--- src/rtl/cordic_phase_scheduler_if.sv ---
// ----------------------------------------------------------------------------
// cordic_phase_scheduler_if
//   Bundles the cordic issue/return bus and the tagged result bus of the
//   cordic phase scheduler.
//
//   Handshake semantics: every bus here is valid-only. A strobe
//   (o_cordic_valid, i_cordic_valid, o_valid) marks a one-cycle beat whose
//   data lines are meaningful in that same cycle. There is no ready or
//   backpressure, because the cordic is fully pipelined and always accepts.
//
//   master : the scheduler (drives cordic inputs and results, receives cordic outputs)
//   slave  : the cordic plus the result consumer
//
//   o_cordic_valid/_x/_y/_z : issue beat to cordic (x = AMP, y = 0, z = phase)
//   i_cordic_valid/_x/_y    : cordic output beat (cos, sin)
//   o_valid/o_ch            : result strobe and the channel it belongs to
//   o_cos/o_sin             : cordic x/y passed through, aligned to o_valid
//   o_err                   : sticky tag-line/cordic valid disagreement
// ----------------------------------------------------------------------------
interface cordic_phase_scheduler_if #(
    parameter int CH_W = 2
);
    logic            o_cordic_valid;
    logic [23:0]     o_cordic_x;
    logic [23:0]     o_cordic_y;
    logic [23:0]     o_cordic_z;
    logic            i_cordic_valid;
    logic [23:0]     i_cordic_x;
    logic [23:0]     i_cordic_y;
    logic            o_valid;
    logic [CH_W-1:0] o_ch;
    logic [23:0]     o_cos;
    logic [23:0]     o_sin;
    logic            o_err;

    modport master (
        output o_cordic_valid, o_cordic_x, o_cordic_y, o_cordic_z,
        input  i_cordic_valid, i_cordic_x, i_cordic_y,
        output o_valid, o_ch, o_cos, o_sin, o_err
    );

    modport slave (
        input  o_cordic_valid, o_cordic_x, o_cordic_y, o_cordic_z,
        output i_cordic_valid, i_cordic_x, i_cordic_y,
        input  o_valid, o_ch, o_cos, o_sin, o_err
    );
endinterface

--- src/rtl/cordic_phase_scheduler.sv ---
// ----------------------------------------------------------------------------
// cordic_phase_scheduler
//   Time-shares one pipelined cordic between NUM_CH DDS phase channels.
//   Each channel owns a 24-bit phase accumulator, increment and enable.
//   One enabled channel is issued per clock, round-robin; its phase goes
//   to the cordic and its id travels down a LATENCY-deep tag line so the
//   returning cos/sin can be labelled with the right channel.
//
// Ports
//   i_clk, i_arst_n : clock (rising edge), asynchronous active-low reset
//   i_run           : 1 = issue enabled, 0 = stop issuing (pipeline drains)
//   i_cfg_we        : write i_cfg_inc / i_cfg_en into channel i_cfg_ch
//   i_cfg_clr       : clear the accumulator of channel i_cfg_ch
//   i_cfg_ch        : target channel of cfg write / clear
//   i_cfg_inc       : phase increment, full turn = 2^24
//   i_cfg_en        : channel enable written with i_cfg_we
//   bus (master)    : cordic issue/return and tagged result signals
// ----------------------------------------------------------------------------
module cordic_phase_scheduler #(
    parameter int          NUM_CH  = 4,
    parameter int          LATENCY = 23,
    parameter logic [23:0] AMP     = 24'h26DD3B,
    localparam int         CH_W    = $clog2(NUM_CH)
) (
    input  logic                     i_clk,
    input  logic                     i_arst_n,
    input  logic                     i_run,
    input  logic                     i_cfg_we,
    input  logic                     i_cfg_clr,
    input  logic [CH_W-1:0]          i_cfg_ch,
    input  logic [23:0]              i_cfg_inc,
    input  logic                     i_cfg_en,
    cordic_phase_scheduler_if.master bus
);

    logic [23:0]     acc_q [NUM_CH];
    logic [23:0]     inc_q [NUM_CH];
    logic [NUM_CH-1:0] en_q;
    logic [CH_W-1:0] ptr_q;
    logic [CH_W-1:0] sel;
    logic [CH_W-1:0] cand;
    logic            any_en;
    logic            issue;

    logic            cv_q;
    logic [23:0]     z_q;
    logic [CH_W-1:0] issue_ch_q;

    logic            tag_v_q  [LATENCY];
    logic [CH_W-1:0] tag_ch_q [LATENCY];
    logic            err_q;

    // Round-robin pick: scan downwards so the closest enabled channel after
    // the pointer is the last one to win the assignment.
    always_comb begin
        sel    = ptr_q;
        any_en = 1'b0;
        cand   = '0;
        for (int k = NUM_CH; k >= 1; k--) begin
            cand = CH_W'((int'(ptr_q) + k) % NUM_CH);
            if (en_q[cand]) begin
                sel    = cand;
                any_en = 1'b1;
            end
        end
    end

    assign issue = i_run & any_en;

    // Issue register: phase and channel of the beat presented to the cordic.
    // The phase holds when nothing is issued.
    always_ff @(posedge i_clk or negedge i_arst_n) begin
        if (!i_arst_n) begin
            cv_q       <= 1'b0;
            z_q        <= '0;
            issue_ch_q <= '0;
            ptr_q      <= CH_W'(NUM_CH - 1);
        end else begin
            cv_q <= issue;
            if (issue) begin
                z_q        <= acc_q[sel];
                issue_ch_q <= sel;
                ptr_q      <= sel;
            end
        end
    end

    // Per-channel state. Clear wins over the accumulate of the same cycle;
    // the issue register above still captured the pre-clear phase.
    always_ff @(posedge i_clk or negedge i_arst_n) begin
        if (!i_arst_n) begin
            for (int i = 0; i < NUM_CH; i++) begin
                acc_q[i] <= '0;
                inc_q[i] <= '0;
            end
            en_q <= '0;
        end else begin
            for (int i = 0; i < NUM_CH; i++) begin
                if (i_cfg_clr && i_cfg_ch == CH_W'(i)) begin
                    acc_q[i] <= '0;
                end else if (issue && sel == CH_W'(i)) begin
                    acc_q[i] <= acc_q[i] + inc_q[i];
                end
                if (i_cfg_we && i_cfg_ch == CH_W'(i)) begin
                    inc_q[i] <= i_cfg_inc;
                    en_q[i]  <= i_cfg_en;
                end
            end
        end
    end

    // Tag line mirrors the cordic pipeline: the last stage lines up with
    // i_cordic_valid when the cordic behaves.
    always_ff @(posedge i_clk or negedge i_arst_n) begin
        if (!i_arst_n) begin
            for (int s = 0; s < LATENCY; s++) begin
                tag_v_q[s]  <= 1'b0;
                tag_ch_q[s] <= '0;
            end
            err_q <= 1'b0;
        end else begin
            tag_v_q[0]  <= cv_q;
            tag_ch_q[0] <= issue_ch_q;
            for (int s = 1; s < LATENCY; s++) begin
                tag_v_q[s]  <= tag_v_q[s-1];
                tag_ch_q[s] <= tag_ch_q[s-1];
            end
            err_q <= err_q | (bus.i_cordic_valid != tag_v_q[LATENCY-1]);
        end
    end

    assign bus.o_cordic_valid = cv_q;
    assign bus.o_cordic_x     = AMP;
    assign bus.o_cordic_y     = '0;
    assign bus.o_cordic_z     = z_q;
    assign bus.o_valid        = tag_v_q[LATENCY-1];
    assign bus.o_ch           = tag_ch_q[LATENCY-1];
    assign bus.o_cos          = bus.i_cordic_x;
    assign bus.o_sin          = bus.i_cordic_y;
    assign bus.o_err          = err_q;

endmodule
--- src/flat_wrapper.sv ---
// flat-port wrapper written by rule: the top's interface ports become plain ports
module cordic_phase_scheduler_flat 
#(
    parameter int          NUM_CH  = 4,
    parameter int          LATENCY = 23,
    parameter logic [23:0] AMP     = 24'h26DD3B,
    localparam int         CH_W    = $clog2(NUM_CH)
)
  (i_clk, i_arst_n, i_run, i_cfg_we, i_cfg_clr, i_cfg_ch, i_cfg_inc, i_cfg_en, bus_o_cordic_valid, bus_o_cordic_x, bus_o_cordic_y, bus_o_cordic_z, bus_i_cordic_valid, bus_i_cordic_x, bus_i_cordic_y, bus_o_valid, bus_o_ch, bus_o_cos, bus_o_sin, bus_o_err);
  cordic_phase_scheduler_if bus_i ();
  input  logic i_clk;
  input  logic i_arst_n;
  input  logic i_run;
  input  logic i_cfg_we;
  input  logic i_cfg_clr;
  input  logic [CH_W-1:0] i_cfg_ch;
  input  logic [23:0] i_cfg_inc;
  input  logic i_cfg_en;
  output wire logic [$bits(bus_i.o_cordic_valid)-1:0] bus_o_cordic_valid;
  output wire logic [$bits(bus_i.o_cordic_x)-1:0] bus_o_cordic_x;
  output wire logic [$bits(bus_i.o_cordic_y)-1:0] bus_o_cordic_y;
  output wire logic [$bits(bus_i.o_cordic_z)-1:0] bus_o_cordic_z;
  input wire logic [$bits(bus_i.i_cordic_valid)-1:0] bus_i_cordic_valid;
  input wire logic [$bits(bus_i.i_cordic_x)-1:0] bus_i_cordic_x;
  input wire logic [$bits(bus_i.i_cordic_y)-1:0] bus_i_cordic_y;
  output wire logic [$bits(bus_i.o_valid)-1:0] bus_o_valid;
  output wire logic [$bits(bus_i.o_ch)-1:0] bus_o_ch;
  output wire logic [$bits(bus_i.o_cos)-1:0] bus_o_cos;
  output wire logic [$bits(bus_i.o_sin)-1:0] bus_o_sin;
  output wire logic [$bits(bus_i.o_err)-1:0] bus_o_err;
  assign bus_o_cordic_valid = bus_i.o_cordic_valid;
  assign bus_o_cordic_x = bus_i.o_cordic_x;
  assign bus_o_cordic_y = bus_i.o_cordic_y;
  assign bus_o_cordic_z = bus_i.o_cordic_z;
  assign bus_i.i_cordic_valid = bus_i_cordic_valid;
  assign bus_i.i_cordic_x = bus_i_cordic_x;
  assign bus_i.i_cordic_y = bus_i_cordic_y;
  assign bus_o_valid = bus_i.o_valid;
  assign bus_o_ch = bus_i.o_ch;
  assign bus_o_cos = bus_i.o_cos;
  assign bus_o_sin = bus_i.o_sin;
  assign bus_o_err = bus_i.o_err;
  cordic_phase_scheduler #(.NUM_CH(NUM_CH), .LATENCY(LATENCY), .AMP(AMP)) u_core (.i_clk(i_clk), .i_arst_n(i_arst_n), .i_run(i_run), .i_cfg_we(i_cfg_we), .i_cfg_clr(i_cfg_clr), .i_cfg_ch(i_cfg_ch), .i_cfg_inc(i_cfg_inc), .i_cfg_en(i_cfg_en), .bus(bus_i));
endmodule
--- config.mk ---
export PLATFORM = sky130hd
export DESIGN_NAME = cordic_phase_scheduler_flat
export DESIGN_NICKNAME = d
export VERILOG_FILES = /design/src/rtl/cordic_phase_scheduler_if.sv /design/src/rtl/cordic_phase_scheduler.sv /design/src/flat_wrapper.sv
export SDC_FILE = /design/constraint.sdc
export NUM_CORES = 1
export LEC_CHECK = 0
export CAP_MARGIN = 25
export CORE_AREA = 2 2 191 193
export DETAILED_ROUTE_END_ITERATION = 6
export DIE_AREA = 0 0 193 195
export PLACE_DENSITY_LB_ADDON = 0.25
export SYNTH_ARGS = -nofsm -noshare
export SYNTH_HDL_FRONTEND = slang
export SYNTH_SLANG_ARGS = --single-unit
--- constraint.sdc ---
create_clock -name i_clk -period 5.05 [get_ports i_clk]
set_clock_uncertainty 0.2 [all_clocks]
set_input_delay 1.01 -clock i_clk [delete_from_list [all_inputs] [get_ports i_clk]]
set_output_delay 1.01 -clock i_clk [all_outputs]
set_load 0.02 [all_outputs]
==> qor.yml, run 1 <==
yosys:
  synth_ff_type: "dfrtp_1"
  synth.yosys.warnings: 0
  post_synthesis_instance_total: 1650
  multiplexer_share_of_the_synthesized_area_pct: 7.60
  fraction_of_registers_with_async_set_reset_pct: 100
  seq_area_frac_synth_pct: 45.7
  mappedNetlistArea_sq_mm: 0.0162
  xor_xnor_share_of_the_synthesized_area_pct: 3.52
  synth-edff-count: 0
  yosys_register_bits: 295
  post_synth_fa_ha_maj_area_fraction_pct: 7.62
  synth_simple_gate_area_share_pct: 14.0
  synth_cell_type_count: 74
  syn_area_per_cell_sq_um: 9.79
  largest_family_of_logic_cells_by_synthesized_area: "compound AO/OA/AOI/OAI gates"
  synth_compound_area_share_pct: 14.6
sta:
  timing.final.crit_period_ns: 3.41
  rsz0062_at_grt: "false"
  tightest_slew_ns: 1.05
  max_slew_margin_pct: 29.8
  count_of_final_max_slew_check_failures: 0
  timing.final.crit_share_pct: 67.5
  timing_hold_violations_final: 0
  final.hold.worst_slack_ns: 0.143
  fin_tns_setup_ns: 0
  fmaxAchievable_mhz: 293
  setup-violations-final: 0
detailed_routing:
  met1Wirelength_microns: 18500
  viasPerCell: 5.60
  wl_met2_microns: 18000
  routed_wire_length_per_instance_microns: 18.8
  drt_iter0_markers: 958
  route.detailed.drc: 0
  detailroute.via_count: 12000
  met3_wirelength_microns: 1750
  top_metal_used: "met4"
  ant_nets: 0
  routed_wl_microns: 40200
  detail_route.first_pass.iterations: 5
setup_path:
  critPathMaxFanout: 4
  setup.worst_path.start_class: "flip-flop"
  timing.critical_path.slowest_stage_cell: "or4_1"
  crit_path_end_kind: "flip-flop"
  criticalPathCategory: "reg2reg"
  cell_chain_of_the_critical_path: "ha_1, fa_1, a21oi_1, o21ai_0, a21o_1, a211oi_1, o31ai_1, or4_1, a211oi_1, nor3b_1"
  delay_of_the_slowest_cell_on_the_worst_path_ns: 0.47
  worstPathArrival_ns: 3.66
  required_arrival_time_at_the_worst_endpoint_ns: 5.30
  crit_path_frequent_cell: "a211oi_1"
final_layout:
  num-fill-cells: 3288
  final_cells: 2138
  antennaDiodeCount: 0
  final_nets: 1829
  final_layout_size_suffix_gt1_share_pct: 11.7
  synthToLayoutAreaGrowth_pct: 10.6
cts:
  cts_hold_repair.buffers: 0
  cts_made_buffers: 31
  maximum_number_of_buffers_from_clock_root_to_sink: 3
  cts_repair_resize_count: 0
  cts_sinks: 295
  ctsHtreeMaxLevel: 1
  cts_tree: "done"
  path_clk_slew_ns: 0.07
  clock_root_buffer: "clkbuf_16"
  post_cts.repair.setup_buffers: 0
  worst_skew_pair_latency_ns: 0.57
placed_design:
  last_weighted_congestion_value_of_the_routability_driven_placer: 0.906
  port_buffers: 61
  hpwlAfterDp_microns: 29000
  dpl.cell_count: 2079
global_route:
  global_route_wire_length_before_repair_microns: 64000
  antenna_violations_before_repair: 0
  grt_max_degree: 116
  globalRouteTotalUtil_pct: 21.6
  grt_pass1_vias: 11700
  grt.overflow.total: 0
floorplan:
  core-area_sq_mm: 0.0354
  floorplan.initialDensity_pct: 45.6
  die-area_sq_mm: 0.0376
  fp-row-count: 69
  floorplan.io_pins: 206
  fp.dieH_microns: 195
  floorplan.die.width_microns: 193
pwr:
  design_power_mw: 11.2
  p_leak_nw: 8.12
  power_density_mw_per_mm2: 629
  peakVddDrop_v: 0.000321
status:
  outcome: "finished clean"
job:
  cap_viol_max_count: 0
min_path:
  min-delay-path-class: "reg2reg"
layout make-up:
class                           instances  area (sq um)  area share, %
Multi-Input combinational cell       1207          7880           44.1
Sequential cell                       295          7380           41.4
Clock buffer                           41           843           4.72
Timing Repair Buffer                   83           801           4.48
Tap cell                              461           577           3.23
Clock inverter                         17           241           1.35
Inverter                               34           128          0.715
metrics by stage:
step | setup WS (ns) | cell area, sq um | util [%]
after floorplan | 2.18 | 16300 | -
after global placement | 1.51 | 16800 | 47.3
after detailed placement | 1.46 | 16800 | 47.3
after CTS | 1.69 | 17800 | 50.4
after global routing | 1.36 | 17900 | 50.4
final | 1.64 | 17900 | 50.4
synthesized netlist by cell type, drive strengths merged (4+ instances only):
master,instances,share of area (%)
or2,4,0.15
clkbuf,51,1.2
fa,4,0.50
nand2b,10,0.43
nor3b,4,0.19
o21a,4,0.19
o21ai,135,4.2
a21o,29,1.3
ha,92,7.1
a211oi,11,0.54
a41oi,4,0.22
o31ai,12,0.56
nor3,17,0.56
o21bai,17,0.79
nor2b,8,0.31
nor2,126,2.9
nand3,56,1.7
and3,16,0.62
a22o,7,0.38
mux2i,9,0.56
buf,109,4.9
nand4,14,0.54
nand2,211,4.9
a21oi,115,3.6
nor4,4,0.23
xnor2,40,2.2
nand3b,10,0.46
inv,34,0.79
o211ai,8,0.37
or4,4,0.19
dfrtp,293,45
and2,6,0.23
a31oi,9,0.35
xor2,25,1.4
mux2,101,7.0
layout by cell type (no fill, tap or decap), types with 8 or more instances in the layout:
cell type and count:
nor3_1 16, nand4_1 14, nor2b_1 8, conb_1 48
o21ai_0 133, a21o_1 29, nor2_1 125, nand3b_1 10
clkdlybuf4s50_1 60, buf_4 20, mux2_2 101, xor2_1 25
dfrtp_1 293, clkinv_2 9, nand2_1 211, inv_1 34
o21bai_1 17, a31oi_1 8, o211ai_1 8, clkbuf_16 31
nand3_1 56, xnor2_1 40, a21oi_1 114, mux2i_1 9
nand2b_1 9, ha_1 92, and3_1 16, o31ai_1 11
a211oi_1 10
power by group:
part | switching [mW] | internal [mW] | leakage, nW
registers | 0.527 | 3.15 | 3.61
logic | 3.08 | 2.04 | 3.97
clock network | 0.960 | 1.48 | 0.537
per-layer routing:
layer	vias up	track usage, %
met3	108	2.07
met4	0	9.57
li1	5656	-
met2	358	33.5
met1	5842	30.9
met5	-	0
critical path, delay by kind of cell (launching register included):
family / cells / cell delay (ns)
adders and majority gates: 2 / 0.64
AOI/OAI and AO/OA: 6 / 1.52
DFF: 1 / 0.38
and+or+nand+nor: 2 / 0.55
state kept, by name (all words and copies together) (netlist names):
signal	count
u_core.issue_ch_q	2
u_core.bus.o_cordic_valid	1
u_core.bus.o_valid	1
u_core.en_q	4
u_core.ptr_q	2
u_core.bus.o_err	1
u_core.inc_q	96
u_core.acc_q	96
u_core.tag_ch_q	44
u_core.bus.o_cordic_z	24
u_core.tag_v_q	22
u_core.bus.o_ch	2
cell families after synthesis:
| group | Yosys count |
|---|---|
| muxes | 110 |
| AOI/OAI and AO/OA | 387 |
| adders and majority gates | 96 |
| xor gates and xnor gates | 65 |
| buffers and inverters | 194 |
| other | 2 |
| DFF | 295 |
| and+or+nand+nor | 501 |
worst paths after layout:
kind,slack (ns),startpoint,to,cells past startpoint
setup / recovery,1.64,u_core.inc_q[0]$_DFFE_PN0P_,u_core.acc_q[20]$_DFFE_PN0P_,10
hold / removal,0.14,u_core.tag_v_q[13]$_DFF_PN0_,u_core.tag_v_q[12]$_DFF_PN0_,0
setup reg to reg,1.64,u_core.inc_q[0]$_DFFE_PN0P_,u_core.acc_q[20]$_DFFE_PN0P_,10
hold reg to reg,0.14,u_core.tag_v_q[13]$_DFF_PN0_,u_core.tag_v_q[12]$_DFF_PN0_,0
max in group asynchronous,3.30,i_arst_n,u_core.ptr_q[0]$_DFFE_PN1P_,2
min in group asynchronous,0.30,i_arst_n,u_core.tag_v_q[4]$_DFF_PN0_,1
Note: power is estimated with default switching activity, not from simulation.
==> run 2: changes to the inputs <==
==> constraint.sdc (replaced) <==
create_clock -name i_clk -period 2.9 [get_ports i_clk]
set_clock_uncertainty 0.2 [all_clocks]
set_input_delay 0.58 -clock i_clk [delete_from_list [all_inputs] [get_ports i_clk]]
set_output_delay 0.58 -clock i_clk [all_outputs]
set_load 0.02 [all_outputs]
==> run 2 against run 1 <==
  * Die area did not move
  * Highest routed layer unchanged
  * Largest cell class unchanged
  * Sequential share of layout area decreased by 3.0 points
  * Utilization grew 3.9 points
  * Critical path depth fell by 1
  * Via count grew 2.9%
  * Combinational power increased by 100%
  * Total power grew 91%
  * Worst hold slack lost 0.0087 ns
  * Register-to-register slack got worse by 1.6 ns
  * Non-clock buffer count grew 94
  * Final cell count up 4.6%
  * Global-route usage up 0.82 points
==> qor.yml, run 2 (same netlist as run 1, synthesis figures left out) <==
cts:
  cts_sinks: 295
  path_clk_slew_ns: 0.06
  clock_root_buffer: "clkbuf_16"
  ctsHtreeMaxLevel: 2
  cts_made_buffers: 35
  worst_skew_pair_latency_ns: 0.52
  cts_tree: "done"
  maximum_number_of_buffers_from_clock_root_to_sink: 3
detailed_routing:
  drt_iter0_markers: 816
  routed_wire_length_per_instance_microns: 19.0
  routed_wl_microns: 42500
  detail_route.first_pass.iterations: 5
  viasPerCell: 5.50
  detailroute.via_count: 12300
  ant_nets: 0
  route.detailed.drc: 0
setup_path:
  setup.worst_path.start_class: "flip-flop"
  crit_path_end_kind: "flip-flop"
  delay_of_the_slowest_cell_on_the_worst_path_ns: 0.42
  crit_start: "u_core.inc_q[25]$_DFFE_PN0P_"
  timing.critical_path.slowest_stage_cell: "or4_1"
  cp_num_buf_inv: 0
  worstPathArrival_ns: 3.13
  timing.critical_path.max_delay_family: "compound AO/OA/AOI/OAI gates"
  last_element_of_the_critical_path: "u_core.acc_q[47]$_DFFE_PN0P_"
  required_arrival_time_at_the_worst_endpoint_ns: 3.15
  worst-r2r-setup-slack_ns: 0.02
  worstRegToRegCells: 9
  worst-path-stages: 9
  regToRegStartpoint: "u_core.inc_q[25]$_DFFE_PN0P_"
  cell_chain_of_the_critical_path: "ha_4, a211oi_4, o21ai_2, a41o_1, a2111oi_4, nor3_2, o31a_1, or4_1, a21oi_2"
  worstReg2RegEnd: "u_core.acc_q[47]$_DFFE_PN0P_"
  critPathMaxFanout: 3
  criticalPathCategory: "reg2reg"
sta:
  fin_tns_setup_ns: 0
  setup-violations-final: 0
  timing.final.crit_period_ns: 2.88
  final_worst_path_setup_slack_ns: 0.0154
  count_of_final_max_slew_check_failures: 0
  timing_hold_violations_final: 0
  timing.final.crit_share_pct: 99.5
  fmaxAchievable_mhz: 347
  tightest_slew_ns: 0.815
  rsz0062_at_grt: "true"
  max_slew_margin_pct: 45.5
status:
  outcome: "finished clean"
global_route:
  global_route_wire_length_before_repair_microns: 66300
  grt_pass1_vias: 12100
  globalRouteTotalUtil_pct: 22.5
  antenna_violations_before_repair: 0
  grt.overflow.total: 0
  grt_max_degree: 78
final_layout:
  reg.largest.list: "u_core.acc_q x96, u_core.inc_q x96, u_core.tag_ch_q x44"
  most_common_library_cell_in_the_layout_ignoring_fill_and_taps: "dfrtp_1"
  num-fill-cells: 3143
  fin_area_sq_mm: 0.0193
  final_layout_size_suffix_gt1_share_pct: 20.0
  multiInputGateArea_sq_mm: 0.00824
  synthToLayoutAreaGrowth_pct: 19.2
  final_nets: 1927
  mostFrequentLayoutCells: "293 x dfrtp_1, 211 x nand2_1, 126 x nor2_1, 123 x o21ai_0, 102 x a21oi_1"
  fin_util_pct: 54.4
  regArea_sq_mm: 0.00738
  antennaDiodeCount: 0
floorplan:
  fp.dieH_microns: 195
  floorplan.initialDensity_pct: 45.6
  core-area_sq_mm: 0.0354
  floorplan.die.width_microns: 193
  die-area_sq_mm: 0.0376
  fp-row-count: 69
  floorplan.io_pins: 206
placed_design:
  place_ws_ns: -0.133
  detailed_place.area_sq_mm: 0.0175
  hpwlAfterDp_microns: 30600
  port_buffers: 61
  last_weighted_congestion_value_of_the_routability_driven_placer: 0.915
job:
  cap_viol_max_count: 0
min_path:
  min-delay-path-class: "reg2reg"
pwr:
  power_density_mw_per_mm2: 1120
  peakVddDrop_v: 0.000550
  p_leak_nw: 8.74
==> run 2: changes by cell type in the layout (fill, tap and decap cells not counted), sizes merged <==
cell,delta
clkbuf,+4
bufinv,+1
clkinv,-4
buf,+93
dlygate4sd3,+1
inv,+2
clkinvlp,+2
==> run 2: worst min-delay path by stage <==
stage,startpoint,to,slack (ns),cells past startpoint
after floorplan,i_arst_n,u_core.acc_q[0]$_DFFE_PN0P_,0.08,0
after global placement,u_core.tag_v_q[16]$_DFF_PN0_,u_core.tag_v_q[15]$_DFF_PN0_,0.13,0
after detailed placement,u_core.tag_ch_q[20]$_DFF_PN0_,u_core.tag_ch_q[18]$_DFF_PN0_,0.13,0
after CTS,u_core.tag_ch_q[30]$_DFF_PN0_,u_core.tag_ch_q[28]$_DFF_PN0_,0.14,0
after global routing,u_core.tag_ch_q[30]$_DFF_PN0_,u_core.tag_ch_q[28]$_DFF_PN0_,0.14,0
final,u_core.tag_ch_q[30]$_DFF_PN0_,u_core.tag_ch_q[28]$_DFF_PN0_,0.13,0
==> run 2: per-stage QoR <==
step,cells,hold slack [ns],power [mW]
4_1_cts,2229,0.137,21.2
3_3_place_gp,2154,0.131,15.8
5_1_grt,2237,0.141,23.0
6_report,2237,0.134,21.5
2_1_floorplan,1696,0.0844,12.8
3_5_place_dp,2154,0.135,16.0
==> run 2: layout make-up <==
class	instances	area share, %
timing repair buffer	177	8.64
multi-input combinational	1207	42.8
clock buffer	45	5.06
tap	461	3.00
sequential	295	38.4
clock inverter	18	1.48
inverter	34	0.663
==> run 2: report_power, final <==
group | internal, mW | switching (mW)
clock network | 3.01 | 1.80
logic | 4.48 | 5.81
registers | 5.48 | 0.924
total | 13.0 | 8.53
==> run 2: what timing repair did <==
action                                  4_1_cts  5_1_grt
hold endpoints to repair                     45        0
pin swaps                                    24       22
endpoints found under the setup margin       20       28
setup buffers                                11        8
gates cloned                                  0        0
hold buffers                                  1        0
gates resized for setup                      30       48
==> run 2: layer usage <==
metal / wire length (microns) / up-vias / global-route usage, %
met5: 0 / - / 0
met4: 1620 / 0 / 8.70
met3: 2040 / 103 / 2.86
met2: 19800 / 337 / 36.0
met1: 19100 / 6014 / 31.1
li1: - / 5851 / -
